$ cat config.mk
export PLATFORM = sky130hd
export DESIGN_NAME = regfile_wb_arbiter
export DESIGN_NICKNAME = d
export VERILOG_FILES = /design/src/rtl/regfile_wb_arbiter.sv
export SDC_FILE = /design/constraint.sdc
export NUM_CORES = 1
export LEC_CHECK = 0
export BUFFER_PORTS_ARGS = -buffer_cell sky130_fd_sc_hd__buf_2
export CORE_ASPECT_RATIO = 2
export CORE_UTILIZATION = 50
export CTS_CLUSTER_DIAMETER = 50
export DETAILED_ROUTE_END_ITERATION = 10
export GPL_ROUTABILITY_DRIVEN = 0
export PLACE_DENSITY = 0.91
export SETUP_SLACK_MARGIN = 0.3
export SLEW_MARGIN = 20
export SYNTH_ARGS = -nofsm -noshare
export SYNTH_HDL_FRONTEND = slang
export SYNTH_SLANG_ARGS = --single-unit
$ cat constraint.sdc
create_clock -name clk -period 1.9 [get_ports clk]
set_input_delay 0.285 -clock clk [delete_from_list [all_inputs] [get_ports clk]]
set_output_delay 0.285 -clock clk [all_outputs]
set_load 0.03 [all_outputs]
$ cat src/rtl/regfile_wb_arbiter.sv
// Two-requester writeback arbiter for the register file, with a reservation scoreboard.
// Requester A (pipeline) has priority; B (coprocessor) is force-granted after MAX_WAIT blocked cycles.
module regfile_wb_arbiter #(
    parameter int unsigned MAX_WAIT = 4,
    parameter int unsigned W_REG    = 5,
    parameter int unsigned W_CPU    = 32
) (
    input  logic             clk,
    input  logic             rst,

    input  logic             a_valid,
    output logic             a_ready,
    input  logic [W_REG-1:0] a_wa,
    input  logic [W_CPU-1:0] a_wd,

    input  logic             b_valid,
    output logic             b_ready,
    input  logic [W_REG-1:0] b_wa,
    input  logic [W_CPU-1:0] b_wd,

    input  logic             rsv_valid,
    input  logic [W_REG-1:0] rsv_wa,

    input  logic [W_REG-1:0] ra1,
    input  logic [W_REG-1:0] ra2,
    output logic             hazard1,
    output logic             hazard2,

    output logic             rf_wren,
    output logic [W_REG-1:0] rf_wa,
    output logic [W_CPU-1:0] rf_wd,
    output logic [31:0]      busy
);

    typedef enum logic [0:0] {StPrioA, StForceB} state_e;

    state_e     state_q, state_d;
    logic [3:0] wait_q, wait_d;
    logic [31:0] busy_d;

    logic             a_xfer, b_xfer, any_xfer;
    logic [W_REG-1:0] wr_wa;
    logic [W_CPU-1:0] wr_wd;

    // State register
    always_ff @(posedge clk or negedge rst) begin
        if (!rst) begin
            state_q <= StPrioA;
            wait_q  <= 4'd0;
        end else begin
            state_q <= state_d;
            wait_q  <= wait_d;
        end
    end

    // Next-state logic
    always_comb begin
        state_d = state_q;
        wait_d  = wait_q;
        unique case (state_q)
            StPrioA: begin
                if (b_valid && !b_ready) begin
                    if (wait_q == 4'(MAX_WAIT - 1)) begin
                        state_d = StForceB;
                        wait_d  = 4'd0;
                    end else begin
                        wait_d = wait_q + 4'd1;
                    end
                end else begin
                    wait_d = 4'd0;
                end
            end
            StForceB: begin
                wait_d = 4'd0;
                if (b_xfer || !b_valid) begin
                    state_d = StPrioA;
                end
            end
            default: begin
                state_d = StPrioA;
                wait_d  = 4'd0;
            end
        endcase
    end

    // Output logic: readies are combinational from state and valids
    always_comb begin
        a_ready = 1'b1;
        b_ready = 1'b0;
        unique case (state_q)
            StPrioA: begin
                a_ready = 1'b1;
                b_ready = !a_valid;
            end
            StForceB: begin
                b_ready = 1'b1;
                a_ready = !b_valid;
            end
            default: begin
                a_ready = 1'b1;
                b_ready = 1'b0;
            end
        endcase
    end

    // The ready rules make a_xfer and b_xfer mutually exclusive.
    assign a_xfer   = a_valid && a_ready;
    assign b_xfer   = b_valid && b_ready;
    assign any_xfer = a_xfer || b_xfer;
    assign wr_wa    = b_xfer ? b_wa : a_wa;
    assign wr_wd    = b_xfer ? b_wd : a_wd;

    always_ff @(posedge clk or negedge rst) begin
        if (!rst) begin
            rf_wren <= 1'b0;
            rf_wa   <= '0;
            rf_wd   <= '0;
        end else begin
            rf_wren <= any_xfer && (wr_wa != '0);
            if (any_xfer) begin
                rf_wa <= wr_wa;
                rf_wd <= wr_wd;
            end
        end
    end

    // Reserve is applied after the B clear so a same-register collision stays reserved.
    always_comb begin
        busy_d = busy;
        if (b_xfer) begin
            busy_d[b_wa] = 1'b0;
        end
        if (rsv_valid && (rsv_wa != '0)) begin
            busy_d[rsv_wa] = 1'b1;
        end
    end

    always_ff @(posedge clk or negedge rst) begin
        if (!rst) begin
            busy <= '0;
        end else begin
            busy <= busy_d;
        end
    end

    assign hazard1 = busy[ra1] && (ra1 != '0);
    assign hazard2 = busy[ra2] && (ra2 != '0);

endmodule

# Yosys cells after proc, flatten, opt, wreduce, memory -nomap -nowiden
# Index checks and enable logic that the tools add are counted.
dict set report word_totals {
  regBits 75
  output_inout_bits 74
  word_cells 57
}
dict set report op_classes {
  n_lt_le_gt_ge 6
  reduce_logical 18
  bitwise_logic 4
  muxes 21
  n_addsub 1
  eq_ne 1
}
# cell n
set ops {}
lappend ops {{two-way mux 32 bit} 3}
lappend ops {{AND 32 bit} 1}
lappend ops {{NOT 32 bit} 1}
lappend ops {{bitwise OR 32 bit} 1}
lappend ops {{< comparator 5 x 6 -> 1 bit, second input constant} 4}
lappend ops {{nonzero test 5 bit} 4}
lappend ops {{binary-select mux 1 bit (select 5 bit)} 2}
lappend ops {{demux 1 bit (select 5 bit)} 2}
lappend ops {{>= comparator 5 x 1 -> 1 bit, second input constant} 2}
lappend ops {{logical AND 1 bit} 9}
lappend ops {{two-way mux 4 bit} 2}
lappend ops {{case mux 4 bit (2 select lines)} 1}
lappend ops {{two-way mux 1 bit} 7}
lappend ops {{case mux 1 bit (2 select lines)} 3}
lappend ops {{two-way mux 5 bit} 1}
lappend ops {{adder 4 x 1 -> 4 bit, second input constant} 1}
lappend ops {{== test 4 x 2 -> 1 bit, second input constant} 1}
lappend ops {{logical NOT 1 bit} 3}
lappend ops {{logical OR 1 bit} 2}
lappend ops {{NOT 1 bit} 1}

# Logic depth before layout (Yosys ltp)
# Gate-level depths: netlist of run 1.
dict set report logic_depth {
  word_depth 9
  ltp_mapped 7
}

# Least setup slack after synthesis of run 1
# No wires, ideal clock.
dict set report synth_path {
  path_type {register to output}
  from {register busy[15]}
  to {output hazard2}
  path_slack_ns -0.084
  n_path_buf 0
  path_stages_with_launch 5
  arrival_ns 1.699
  cell_sequence {dfrtp_1 -> mux2i_1 -> nand3_1 -> o311ai_0 -> o311ai_1}
}
dict set report synth_between {
  elab_chain_cells 3
}
# item line_no
set synth_rtl {}
lappend synth_rtl {{start: declaration} 32} ;# output logic [31:0] busy
lappend synth_rtl {{start signal: assignment} 142} ;# busy <= busy_d;
lappend synth_rtl {{binary-select mux 1 bit (select 5 bit)} 147} ;# assign hazard2 = busy[ra2] && (ra2 != '0);
lappend synth_rtl {{two-way mux 1 bit (implied by the code)} 147}
lappend synth_rtl {{logical AND 1 bit} 147}
lappend synth_rtl {{end: declaration} 27} ;# output logic hazard2,
# Every way passes these cells. The select of a mux whose other input is x is not followed.

# Final worst setup path of run 1
dict set report layout_path {
  from {register busy[7]}
  to {output hazard2}
}
# Same word-level chain as after synthesis.

==> results of run 1 <==
[path summary, 6_finish.rpt]
path,end,depth (start not counted)
setup / recovery,hazard2,5
hold / removal,rf_wa[1]$_DFFE_PN0P_,3
setup reg to reg,busy[6]$_DFF_PN0_,5
hold reg to reg,wait_q[0]$_DFF_PN0_,1
max in group asynchronous,busy[9]$_DFF_PN0_,3
min in group asynchronous,rf_wd[15]$_DFFE_PN0P_,3
[routing by layer]
layer  up-vias  track usage (%)  part of all wire (%)  routed length (um)
met5         -                0                     0                   0
met4         0             23.8                   7.7                1180
met3        93             13.4                   8.3                1260
met2       292             59.5                    52                7890
met1      2208             36.5                    32                4920
li1       2110                -                     -                   -
[worst register-to-register path, stage by stage (launching register included)]
cell	delay (ns)
dfrtp_1	0.44
nor2b_4	0.08
inv_2	0.11
and4b_1	0.43
nand2_1	0.12
a22o_1	0.20
[state kept, by name, summed over array words and instances (netlist names)]
name	count
busy	32
rf_wd	32
rf_wa	5
wait_q	4
rf_wren	1
state_q	1
[stage by stage]
stage | util, % | hold WS [ns]
3_5_place_dp | 64.5 | 0.345
6_report | 69.7 | 0.217
2_1_floorplan | - | -0.0106
5_1_grt | 69.7 | 0.223
3_3_place_gp | 64.5 | 0.342
4_1_cts | 69.4 | 0.195
[layout make-up]
cell class	count	area, um^2	area share (%)
multi-input cells	335	2220	38.2
inverters	37	139	2.39
repair buffers	200	1140	19.7
well taps	98	123	2.11
clock inverters	5	53.8	0.924
flip-flops and latches	75	1900	32.6
clock buffers	11	243	4.17
[kinds of logic after synthesis]
| logic type | Yosys count | share of synthesized area (%) |
|---|---|---|
| XOR/XNOR | 1 | 0.201 |
| AO/OA/AOI/OAI | 152 | 23.3 |
| buffers and inverters | 76 | 7.56 |
| flip-flops | 75 | 43.1 |
| multiplexers | 27 | 8.53 |
| AND/OR/NAND/NOR | 154 | 17.0 |
| adder cells (fa/ha/maj) | 1 | 0.287 |
[cells in the final DEF (no fill, tap or decap), types with 12 or more instances in the layout]
cell,instances
buf_2,163
dfrtp_1,59
nor2_1,54
nand2_1,43
o22ai_1,38
inv_1,36
a21oi_1,34
a31oi_1,32
buf_4,30
o2bb2ai_1,16
dfrtp_2,16
mux2i_1,12
[power breakdown]
group / switching (mW) / internal, mW
combinational: 1.18 / 0.768
sequential: 0.259 / 1.85
clock: 0.646 / 1.05
[Yosys cell counts (9+ instances only)]
cell type,instances
o2bb2ai_1,16
nor2_1,54
inv_1,36
o22ai_1,38
clkbuf_1,20
nor2b_1,9
nand2_1,44
dfrtp_1,75
nand3_1,10
a21oi_1,34
mux2i_1,12
buf_2,15
a22o_1,9
a31oi_1,32
[what timing repair did]
action / CTS / global route
endpoints found under the setup margin: 5 / 2
pin swaps: 2 / 1
gates cloned: 0 / 0
endpoints found under the hold margin: 32 / 0
buffers inserted: 7 / 1
gates resized for setup: 14 / 6
hold buffers: 1 / 0
==> results.py, run 1 <==
metrics = {
    "placed_design": {
        "dpl_cell_area_mm2": 0.00539,
        "dp_cells": 736,
        "io_buffers": 167,
        "dp_hpwl_mm": 10.9,
        "pre_cts_ws_ns": -0.0657,
    },
    "route": {
        "drcViolationCount": 0,
        "vias_per_cell": 6.18,
        "num_vias": 4703,
        "drtPass1Iterations": 6,
        "ant_nets": 0,
        "wl_mm": 15.2,
        "avgRoutedWirePerCell_um": 20.0,
        "drt_iter0_markers": 458,
    },
    "clock_tree": {
        "cts_tree": "done",
        "clk-insertion-delay-late_ns": 0.33,
        "h-tree-depth": 3,
        "cts_root_buf": "clkbuf_16",
        "clkSinkCount": 75,
        "cts_made_buffers": 9,
        "path_clk_slew_ns": 0.06,
        "clockBufferDepth": 2,
    },
    "sta": {
        "rsz0062_at_grt": "true",
        "drv_slew": 0,
        "tns_ns": -0.457,
        "setup_slack_ns": -0.276,
        "finalCritPeriodShare_pct": 115,
        "maxSlewHeadroom_pct": 58.0,
        "hold_viol": 0,
        "fmax_mhz": 460,
        "worstMarginPinSlew_ns": 0.626,
        "finalSetupViolCount": 2,
        "period_needed_ns": 2.18,
        "fin_skew_ns": 0.00584,
    },
    "synth": {
        "synth_warnings": 0,
        "synth.top_cells.by_area": "dfrtp_1 (43%), o22ai_1 (5.5%), nor2_1 (4.7%)",
        "synth-seq-cells": 75,
        "syn-cell-area_mm2": 0.00435,
        "yosys.area.top_type": "dfrtp_1",
        "synth_top_area_share_pct": 43.1,
        "netlist_instances": 486,
        "yosysSeqAreaShare_pct": 43.1,
        "synth_ff_type": "dfrtp_1",
        "syn_nets": 581,
        "async_reset_ff_share_pct": 100,
        "synth_edf_count": 0,
        "synth_cell_types": 53,
        "avgSynthCellArea_um2": 8.96,
    },
    "final_layout": {
        "stdcell_area_mm2": 0.00582,
        "drive_gt1_share_pct": 38.6,
        "diodes": 0,
        "fin_nets": 753,
        "final_cells": 761,
        "syn2layout_area_growth_pct": 33.7,
        "nFillCells": 587,
    },
    "worst_setup_path": {
        "worstPathCellList": "mux4_2 -> nand2b_4 -> a22oi_2 -> o311ai_4 -> buf_6",
        "crit_path_top_delay_cell": "mux4_2",
        "crit_type": "flip-flop to output port",
        "slowest_delay_ns": 0.46,
        "r2r_setup_slack_ns": 0.42,
        "arrival_ns": 1.89,
        "cp.required_ns": 1.62,
        "cp-end-kind": "output port",
        "critPathBufInv": 1,
        "path_max_fanout": 2,
        "critPathLaunchType": "flip-flop",
        "timing.rr.start": "state_q$_DFF_PN0_",
        "cp_top_family": "multiplexers",
        "cp-startpoint": "busy[7]$_DFF_PN0_",
    },
    "global_routing": {
        "grt_pass1_wl_mm": 23.9,
        "grt_pass1_vias": 4736,
        "grt_usage_pct": 36.2,
        "grt_overflow": 0,
        "antenna_found_initial": 0,
        "grt_max_degree": 76,
    },
    "floorplanning": {
        "core_region_area_mm2": 0.00835,
        "initial_core_util_pct": 52.1,
        "fp.dieW_um": 68.0,
        "io_pins": 168,
        "rows": 47,
        "die_y_um": 134,
        "die_area_mm2": 0.00911,
    },
    "power_and_ir_drop": {
        "total_power_mw": 5.76,
        "peakVddDrop_mv": 0.726,
        "leakage_nw": 2.75,
        "p_per_area_mw_per_mm2": 989,
    },
    "worst_hold_path": {
        "hold_start": "a_wa[1]",
        "hold_class": "input port to flip-flop",
    },
    "flow_run": {
        "drv_cap": 0,
    },
    "outcome": {
        "failed_checks": "negative setup slack",
        "status": "finished with violations",
    },
}
Power figures use the tool's default switching activity.
==> run 2: changes to the inputs <==
- ABC_AREA: not set -> 1
- CORE_UTILIZATION: 50 -> 49
- PLACE_DENSITY: 0.91 -> 0.9
==> results.py, run 2 <==
metrics = {
    "outcome": {
        "status": "complete, no violations",
    },
    "synth": {
        "syn_nets": 683,
        "synth.most_common_cell": "nand2_1",
        "ys_top_cells_by_count": "nand2_1 (160), o21ai_1 (87), dfrtp_1 (75)",
        "synth.top_cells.by_area": "dfrtp_1 (45%), nand2_1 (15%), o21ai_1 (11%)",
        "synth_ff_type": "dfrtp_1",
        "synth-seq-cells": 75,
        "yosys.area.top_type": "dfrtp_1",
        "syn-cell-area_mm2": 0.00414,
        "synth_edf_count": 0,
        "synth_top_area_share_pct": 45.3,
        "avgSynthCellArea_um2": 7.04,
        "synth_cell_types": 24,
        "async_reset_ff_share_pct": 100,
        "netlist_instances": 588,
        "synth_warnings": 0,
        "yosysSeqAreaShare_pct": 45.3,
    },
    "route": {
        "avgRoutedWirePerCell_um": 16.7,
        "wl_mm": 14.8,
        "ant_nets": 0,
        "vias_per_cell": 5.71,
        "drtPass1Iterations": 6,
        "drcViolationCount": 0,
        "num_vias": 5057,
        "drt_iter0_markers": 606,
    },
    "clock_tree": {
        "cts_made_buffers": 9,
        "clk-insertion-delay-late_ns": 0.33,
        "cts_root_buf": "clkbuf_16",
        "clockBufferDepth": 2,
        "path_clk_slew_ns": 0.05,
        "cts_tree": "done",
        "clkSinkCount": 75,
        "h-tree-depth": 3,
    },
    "global_routing": {
        "grt_pass1_vias": 4895,
        "grt_usage_pct": 34.5,
        "grt_max_degree": 45,
        "grt_overflow": 0,
        "grt_pass1_wl_mm": 23.0,
        "antenna_found_initial": 0,
    },
    "floorplanning": {
        "die_area_mm2": 0.00885,
        "fp.dieW_um": 67.0,
        "io_pins": 168,
        "initial_core_util_pct": 50.3,
        "core_region_area_mm2": 0.00823,
        "die_y_um": 132,
        "rows": 47,
    },
    "worst_setup_path": {
        "rr_endpoint": "busy[30]$_DFF_PN0_",
        "r2r_setup_slack_ns": 0.32,
        "cp-startpoint": "busy[20]$_DFF_PN0_",
        "r2r_cells": 6,
        "path_max_fanout": 2,
        "cp-end-kind": "output port",
        "setup.worst_path.end": "hazard2",
        "critPathLaunchType": "flip-flop",
        "timing.rr.start": "state_q$_DFF_PN0_",
        "arrival_ns": 1.53,
        "crit_type": "flip-flop to output port",
        "cp.required_ns": 1.62,
    },
    "final_layout": {
        "stdcell_area_mm2": 0.00578,
        "top_regs": "busy: 32 flops, rf_wd: 32 flops, rf_wa: 5 flops",
        "register_area_mm2": 0.00188,
        "fin_util_pct": 70.2,
        "final_cell_mix": "buf_2 (164), nand2_1 (149), o21ai_1 (87), dfrtp_1 (74), inv_1 (52)",
        "layout_commonest_cell": "buf_2",
        "diodes": 0,
        "nFillCells": 634,
        "fin_nets": 878,
        "syn2layout_area_growth_pct": 39.6,
        "drive_gt1_share_pct": 34.3,
        "multiInputGateArea_mm2": 0.00199,
    },
    "sta": {
        "rsz0062_at_grt": "true",
        "fmax_mhz": 550,
        "finalCritPeriodShare_pct": 95.7,
        "hold_slack_ns": 0.217,
        "hold_viol": 0,
        "finalSetupViolCount": 0,
        "drv_slew": 0,
        "worstMarginPinSlew_ns": 0.511,
        "period_needed_ns": 1.82,
        "fin_skew_ns": 0.00808,
        "maxSlewHeadroom_pct": 65.8,
    },
    "power_and_ir_drop": {
        "leakage_nw": 3.00,
        "peakVddDrop_mv": 0.656,
        "p_per_area_mw_per_mm2": 1020,
        "total_power_mw": 5.89,
    },
    "worst_hold_path": {
        "hold_start": "b_wd[4]",
        "hold_class": "input port to flip-flop",
    },
    "placed_design": {
        "io_buffers": 167,
        "dpl_cell_area_mm2": 0.00506,
        "dp_hpwl_mm": 10.2,
    },
    "flow_run": {
        "drv_cap": 0,
    },
}
[run 2: changes by cell type after synthesis, sizes merged, moves of 8 or more]
cell | previous run | this run
inv | 37 | 71
nor2b | 10 | 0
o21ai | 3 | 100
a22o | 9 | 0
mux2 | 8 | 0
o22ai | 38 | 0
nand3 | 10 | 56
a31oi | 32 | 3
nand2 | 45 | 160
o2bb2ai | 16 | 0
mux2i | 12 | 0
clkbuf | 21 | 8
[run 2: worst max-delay path, cell delays in order, from the launching register on]
cell     delay, ns
dfrtp_1       0.39
inv_2         0.08
nand2_1       0.07
nand3_2       0.08
nand2_2       0.07
nand2_1       0.07
nand2_1       0.07
inv_1         0.06
nand2_1       0.06
nand2_1       0.06
nand2_1       0.06
buf_6         0.13
[run 2: kinds of logic (layout without fill, tap and decap cells)]
family / after synthesis / count (layout) / synth area share [%]
and+or+nand+nor: 274 / 274 / 27.2
AOI/OAI and AO/OA: 139 / 139 / 17.3
buffers and inverters: 97 / 296 / 9.40
DFF: 75 / 75 / 45.3
xor gates and xnor gates: 2 / 2 / 0.423
adders and majority gates: 1 / 1 / 0.302
[run 2: metrics by stage]
stage	instances	worst slack (ns)	setup TNS [ns]
after floorplan	588	0.360	0
after global placement	838	0.172	0
after detailed placement	838	0.130	0
after CTS	876	0.160	0
after global routing	885	-0.0145	-0.0145
final	885	0.0811	0
[run 2: timing repair]
item	CTS	global route
endpoints found under the hold margin	16	0
cloned	0	1
buffers inserted	22	8
hold buffers	1	0
gates resized for setup	17	44
pin swaps	8	12
endpoints found under the setup margin	65	71
[run 2: area by class of cell]
cell class | instances | area share, %
multi-input cells | 416 | 34.4
flip-flops and latches | 75 | 32.5
repair buffers | 208 | 20.9
inverters | 73 | 5.00
clock buffers | 13 | 4.50
well taps | 98 | 2.12
clock inverters | 2 | 0.606
[run 2: worst min-delay path by stage]
stage / end / slack [ns] / depth (start not counted)
after floorplan: busy[0]$_DFF_PN0_ / -0.01 / 0
after global placement: rf_wd[19]$_DFFE_PN0P_ / 0.25 / 1
after detailed placement: rf_wd[19]$_DFFE_PN0P_ / 0.26 / 1
after CTS: rf_wd[0]$_DFFE_PN0P_ / 0.21 / 3
after global routing: rf_wd[9]$_DFFE_PN0P_ / 0.21 / 3
final: rf_wd[4]$_DFFE_PN0P_ / 0.22 / 3
[run 2: where the power goes]
part | internal [mW] | switching, mW | leakage, nW | total [mW]
clock network | 1.08 | 0.595 | 0.146 | 1.67
logic | 0.743 | 1.43 | 1.96 | 2.17
registers | 1.86 | 0.184 | 0.894 | 2.04
total | 3.68 | 2.21 | 3.00 | 5.89
[run 2: layer usage]
layer	track usage, %	vias up	routed length, um
met2	57.9	363	7980
li1	-	2292	-
met3	8.30	99	1110
met4	22.6	0	905
met1	36.8	2303	4800
met5	0	-	0
